==> config.mk <==
export PLATFORM = sky130hd
export DESIGN_NAME = video_timing_gen
export DESIGN_NICKNAME = d
export VERILOG_FILES = /design/src/rtl/video_timing_gen.sv
export SDC_FILE = /design/constraint.sdc
export NUM_CORES = 1
export LEC_CHECK = 0
export BUFFER_PORTS_ARGS = -buffer_cell sky130_fd_sc_hd__buf_2
export CORE_UTILIZATION = 55
export CTS_CLUSTER_DIAMETER = 30
export DETAILED_ROUTE_END_ITERATION = 12
export HOLD_SLACK_MARGIN = 0.03
export MAX_ROUTING_LAYER = met4
export PLACE_DENSITY = 0.87
export SLEW_MARGIN = 20
export SYNTH_ARGS = -nofsm -noshare
export SYNTH_HDL_FRONTEND = slang
export SYNTH_SLANG_ARGS = --single-unit
==> constraint.sdc <==
create_clock -name clk_in -period 3.1 [get_ports clk_in]
set_input_delay 0.62 -clock clk_in [delete_from_list [all_inputs] [get_ports clk_in]]
set_output_delay 0.62 -clock clk_in [all_outputs]
set_load 0.01 [all_outputs]
==> src/rtl/video_timing_gen.sv <==
// Free-running raster timing generator (pixel clock domain).
// Produces pixel coordinates, hsync/vsync, active-draw, a new-frame strobe and a frame counter.
// All outputs are registered from one next-pixel pointer, so they always describe the same pixel.
// H_TOTAL must not exceed 2048 and V_TOTAL must not exceed 1024 (fixed 11/10-bit counters).
// Every porch and sync width must be at least 1.
module video_timing_gen #(
    parameter int unsigned H_ACTIVE = 1280,
    parameter int unsigned H_FP     = 110,
    parameter int unsigned H_SYNC   = 40,
    parameter int unsigned H_BP     = 220,
    parameter int unsigned V_ACTIVE = 720,
    parameter int unsigned V_FP     = 5,
    parameter int unsigned V_SYNC   = 5,
    parameter int unsigned V_BP     = 20,
    parameter int unsigned SYNC_POL = 1,
    parameter int unsigned FC_WIDTH = 6
) (
    input  logic                clk_in,
    input  logic                rst_in,
    output logic [10:0]         hcount_out,
    output logic [9:0]          vcount_out,
    output logic                hsync_out,
    output logic                vsync_out,
    output logic                active_draw_out,
    output logic                new_frame_out,
    output logic [FC_WIDTH-1:0] frame_count_out
);

    localparam int unsigned HW           = 11;
    localparam int unsigned VW           = 10;
    localparam int unsigned H_TOTAL      = H_ACTIVE + H_FP + H_SYNC + H_BP;
    localparam int unsigned V_TOTAL      = V_ACTIVE + V_FP + V_SYNC + V_BP;
    localparam int unsigned H_SYNC_START = H_ACTIVE + H_FP;
    localparam int unsigned H_SYNC_END   = H_SYNC_START + H_SYNC;
    localparam int unsigned V_SYNC_START = V_ACTIVE + V_FP;
    localparam int unsigned V_SYNC_END   = V_SYNC_START + V_SYNC;
    localparam logic        SYNC_ON      = (SYNC_POL != 0);
    localparam logic        SYNC_OFF     = ~SYNC_ON;

    // Pointer to the pixel whose timing is loaded into the outputs on the next edge
    logic [HW-1:0] ptr_h;
    logic [VW-1:0] ptr_v;
    logic [HW-1:0] ptr_h_nxt;
    logic [VW-1:0] ptr_v_nxt;
    logic          active_c;
    logic          hsync_c;
    logic          vsync_c;
    logic          frame_c;

    // Advance the pointer in raster order and decode its timing regions
    always_comb begin
        ptr_h_nxt = ptr_h + HW'(1);
        ptr_v_nxt = ptr_v;
        if (ptr_h == HW'(H_TOTAL - 1)) begin
            ptr_h_nxt = '0;
            if (ptr_v == VW'(V_TOTAL - 1)) begin
                ptr_v_nxt = '0;
            end else begin
                ptr_v_nxt = ptr_v + VW'(1);
            end
        end

        active_c = (ptr_h < HW'(H_ACTIVE)) && (ptr_v < VW'(V_ACTIVE));
        hsync_c  = (ptr_h >= HW'(H_SYNC_START)) && (ptr_h < HW'(H_SYNC_END));
        vsync_c  = (ptr_v >= VW'(V_SYNC_START)) && (ptr_v < VW'(V_SYNC_END));
        frame_c  = (ptr_h == HW'(H_ACTIVE)) && (ptr_v == VW'(V_ACTIVE));
    end

    // Register the decoded pixel; reset aborts the raster and parks the pointer at (0,0)
    always_ff @(posedge clk_in) begin
        if (rst_in) begin
            ptr_h           <= '0;
            ptr_v           <= '0;
            hcount_out      <= '0;
            vcount_out      <= '0;
            hsync_out       <= SYNC_OFF;
            vsync_out       <= SYNC_OFF;
            active_draw_out <= 1'b0;
            new_frame_out   <= 1'b0;
            frame_count_out <= '0;
        end else begin
            ptr_h           <= ptr_h_nxt;
            ptr_v           <= ptr_v_nxt;
            hcount_out      <= ptr_h;
            vcount_out      <= ptr_v;
            hsync_out       <= hsync_c ? SYNC_ON : SYNC_OFF;
            vsync_out       <= vsync_c ? SYNC_ON : SYNC_OFF;
            active_draw_out <= active_c;
            new_frame_out   <= frame_c;
            if (frame_c) begin
                frame_count_out <= frame_count_out + FC_WIDTH'(1);
            end
        end
    end

endmodule
# Word level (Yosys, flattened, before mapping)

Index checks and enable logic that the tools add are counted.

Bits in registers: 52
Logic and storage cells: 30

Add/sub/neg operators: 3
$lt $le $gt $ge: 6
Equality and inequality tests: 4
Multiplexer cells: 3
Reductions and logical operators: 5

Operators with widths:

| kind                  | number |
|---|---|
| $eq 11x11->1 const B  | 2 |
| $lt 11x11->1 const B  | 2 |
| $eq 10x10->1 const B  | 2 |
| $lt 10x10->1 const B  | 2 |
| $add 11x1->11 const B | 1 |
| $ge 11x11->1 const B  | 1 |
| $add 10x1->10 const B | 1 |
| $ge 10x10->1 const B  | 1 |
| $mux 10               | 1 |
| $add 6x1->6 const B   | 1 |
| $logic_and 1x1->1     | 4 |
| $mux 1                | 2 |
| $reduce_or 2->1       | 1 |

# Logic depth before layout (Yosys ltp)

Word-level depth: 3
Depth in mapped cells: 8
Gate-level depth less buffers: 6

# Worst setup path before layout

Ideal clock, no wire load.

Path type: register to register
From: register ptr_h[2]
To: register frame_count_out[5]
Arrival: 2.132 ns
Slack: 0.847 ns
Stages on the path, launching flop included: 6
Clock period less this slack: 2.253 ns
Cells stage by stage: dfxtp_1 buf_6 or4b_4 or4_4 nor4_1 mux2_2

Word-level cells in the longest chain between the ends: 2

Ends and longest elaborated chain:

| what                   | line | text |
|---|---|---|
| from (decl)            | 41   | `logic [HW-1:0] ptr_h;` |
| from (signal assigned) | 82   | `ptr_h <= ptr_h_nxt;` |
| $eq 11x11->1           | 66   | `frame_c = (ptr_h == HW'(H_ACTIVE)) && (ptr_v == VW'(V_ACTIVE));` |
| $logic_and 1x1->1      | 66   |  |
| to (signal assigned)   | 91   | `frame_count_out <= frame_count_out + FC_WIDTH'(1);` |
| to (decl)              | 26   | `output logic [FC_WIDTH-1:0] frame_count_out` |

Every way passes these cells.
A chain may end at the register's enable or synchronous reset.

# Worst setup path after layout

From: register ptr_h[2]
To: register ptr_v[9]

Word-level cells in the longest chain between the ends: 1

Ends and longest elaborated chain:

| what                 | line | text |
|---|---|---|
| $eq 11x11->1         | 54   | `if (ptr_h == HW'(H_TOTAL - 1)) begin` |
| to (signal assigned) | 83   | `ptr_v <= ptr_v_nxt;` |
| to (decl)            | 42   | `logic [VW-1:0] ptr_v;` |

Every way passes these cells.

==> results.md <==
- Outcome: completed
- Die width: 64.5 um
- Fin crit share: 76.6%
- Clock Sinks: 52
- Total number of vias: 1701
- Final core occ: 66.3%
- Cts repair resizes: 0
- FP Rows: 22
- First-pass GRT wire length: 6790 um
- CP arrival: 2.61 ns
- Vias in the first global route: 1531
- Total grt overflow: 0
- Seq. cell area: 1040 um^2
- Sequential area share after synthesis: 48.4%
- Hold WS: 0.502 ns
- DRT iter0 DRCs: 113
- Die H: 64.5 um
- Tightest Hold Check Type: flop to flop
- Pwr per Cell Area: 539 nW/um^2
- WL final: 4050 um
- Crit Path Max Fanout: 16
- Post-synth EDFFs: 0
- Total GRT Usage: 21.6%
- Cell family with most CP delay: simple AND/OR/NAND/NOR gates
- Share of cells above drive strength 1: 19.0%
- HPWL Detailed: 2750 um
- Syn. warnings: 0
- Critical Path Sink Type: flop
- Slew @ Worst Pin: 0.559 ns
- Placed cells: 303
- Pin count of the biggest net entering global routing: 24
- Ranking of synthesized cells by area: dfxtp_1 48%, nor2b_1 5.5%, nor2_1 4.9%, ha_1 4.7%, a21oi_1 3.5%
- DR vias/cell: 5.47
- Setup WS pre-CTS: 0.768 ns
- Slowest cell on the critical path: or4b_4
- Clock Pin Slew Worst Setup and Hold Paths: 0.09 ns
- Synth area leader: dfxtp_1
- Peak supply drop: 0.411 mV
- CTS tree: yes
- Routability Congestion: 0.828
- CP peak stage delay: 0.60 ns
- # setup viols final: 0
- Finished Layout Cells: 311
- Buf+Inv Stages, Crit Path: 0
- Antenna Cells: 0
- Worst EP required: 3.34 ns
- Synth Instances: 237
- Share of the synthesized area in the top cell type: 48.4%
- Top FF cell, synth: dfxtp_1
- Fin Setup TNS: 0 ns
- CTS Buffer Depth: 2
- DR pass1 iterations: 4
- # hold bufs at CTS: 0
- DR DRC count: 0
- CTS Buf Count: 5
- Root Buffer: clkbuf_8
- Slew Limit Fails: 0
- Post-CTS setup buffers: 0
- Final ANT Viol Nets: 0
- Lkg Pwr: 0.979 nW
- Worst setup slack after layout: 0.726 ns
- FILL cells: 285
- Final min period: 2.37 ns
- Initial Util: 57.8%
- FF-to-FF setup slack: 0.73 ns
- Syn nets: 247
- Netlist cell types: 38
- Most frequent cells after synthesis: 52 x dfxtp_1, 28 x nor2_1, 19 x nor2b_1
- Fmax: 0.421 GHz
- Crit path cell chain: or4b_4 -> or3_1 -> or4_1 -> a21oi_1
- Drt wl/cell: 13.0 um
- Unrepaired setup endpoints after global routing: no
- Layout Nets: 272
- Core area: 3720 um^2
- Area of the mapped netlist: 2150 um^2
- Synth-to-Final Area Change: 14.7%
- Max Cap Viol: 0
- H-Tree Depth: 2
- Async SR Flop Fraction: 0%
- Most numerous cell in the Yosys netlist: dfxtp_1
- Clock Latency Late Sink: 0.31 ns
- Initial antenna violation count: 0
- IO Pins: 33
- Clk_skew: 0.00900 ns
- Mapped Avg Cell Area: 9.07 um^2
- Startpoint Class: flop
- IO buf count: 32
- Hold Fails Final Rpt: 0
- Multi-input logic area: 1000 um^2
- Setup CP Type: flop to flop
- Die area: 4160 um^2
- Worst slew margin: 62.4%
- #FFs+latches synth: 52
[kinds of logic after synthesis]
group                      synth area share [%]
AOI/OAI and AO/OA                          8.03
xor gates and xnor gates                   4.48
adders and majority gates                  4.66
buffers and inverters                      4.89
DFF                                        48.4
muxes                                      1.57
and+or+nand+nor                            27.9
[power breakdown]
part,total (mW),internal (mW),switching (mW)
logic,0.0322,0.0113,0.0209
registers,0.679,0.673,0.00540
clock network,0.617,0.403,0.214
[sequential cells by signal (all words and copies together), names as in the netlist]
register and cells:
vsync_out 1, frame_count_out 6, ptr_h 11, hsync_out 1, ptr_v 10, new_frame_out 1
hcount_out 11, vcount_out 10, active_draw_out 1
[layout make-up]
class | instances | area share (%)
clock buffers | 5 | 2.79
clock inverters | 3 | 3.65
inverters | 9 | 1.37
multi-input cells | 161 | 40.7
flip-flops and latches | 52 | 42.2
well taps | 48 | 2.44
repair buffers | 33 | 6.80
[cells in the final DEF, fill, tap and decap left out, drive strengths merged, types with 2 or more instances in the layout]
cell type,count
dfxtp,52
buf,33
nor2,28
nor2b,19
a21oi,15
nand3,13
inv,9
nand2,9
o21ai,8
ha,8
or3,7
nor3,7
xnor2,6
nand4,5
xor2,5
clkbuf,5
nor4,4
or4,4
mux2,3
o31ai,3
bufinv,3
nand4b,2
nand2b,2
and4,2
or4b,2
[worst paths after layout]
kind         startpoint       end  depth (start not counted)
max            ptr_h[2]  ptr_v[9]                          4
min            ptr_h[0]  ptr_h[0]                          1
max reg2reg    ptr_h[2]  ptr_v[9]                          4
min reg2reg    ptr_h[0]  ptr_h[0]                          1
[metal layers]
metal	vias to the layer above	GRT usage, %	share of wire [%]
met4	0	8.33	2.1
li1	854	-	-
met5	-	-	0
met2	57	34.2	47
met3	8	5.28	5.3
met1	782	26.4	45
[worst reg2reg max path: stages (launching register included)]
cell,delay (ns)
dfxtp_1,0.38
or4b_4,0.60
or3_1,0.60
or4_1,0.57
a21oi_1,0.15
[per-stage QoR]
| stage | power (mW) | cell area [um^2] |
|---|---|---|
| global placement | 0.725 | 2310 |
| floorplan | 0.718 | 2150 |
| global route | 1.37 | 2460 |
| CTS | 1.34 | 2460 |
| finish | 1.33 | 2460 |
| detailed placement | 0.726 | 2310 |
No activity file was read; power rests on OpenSTA's default activity.
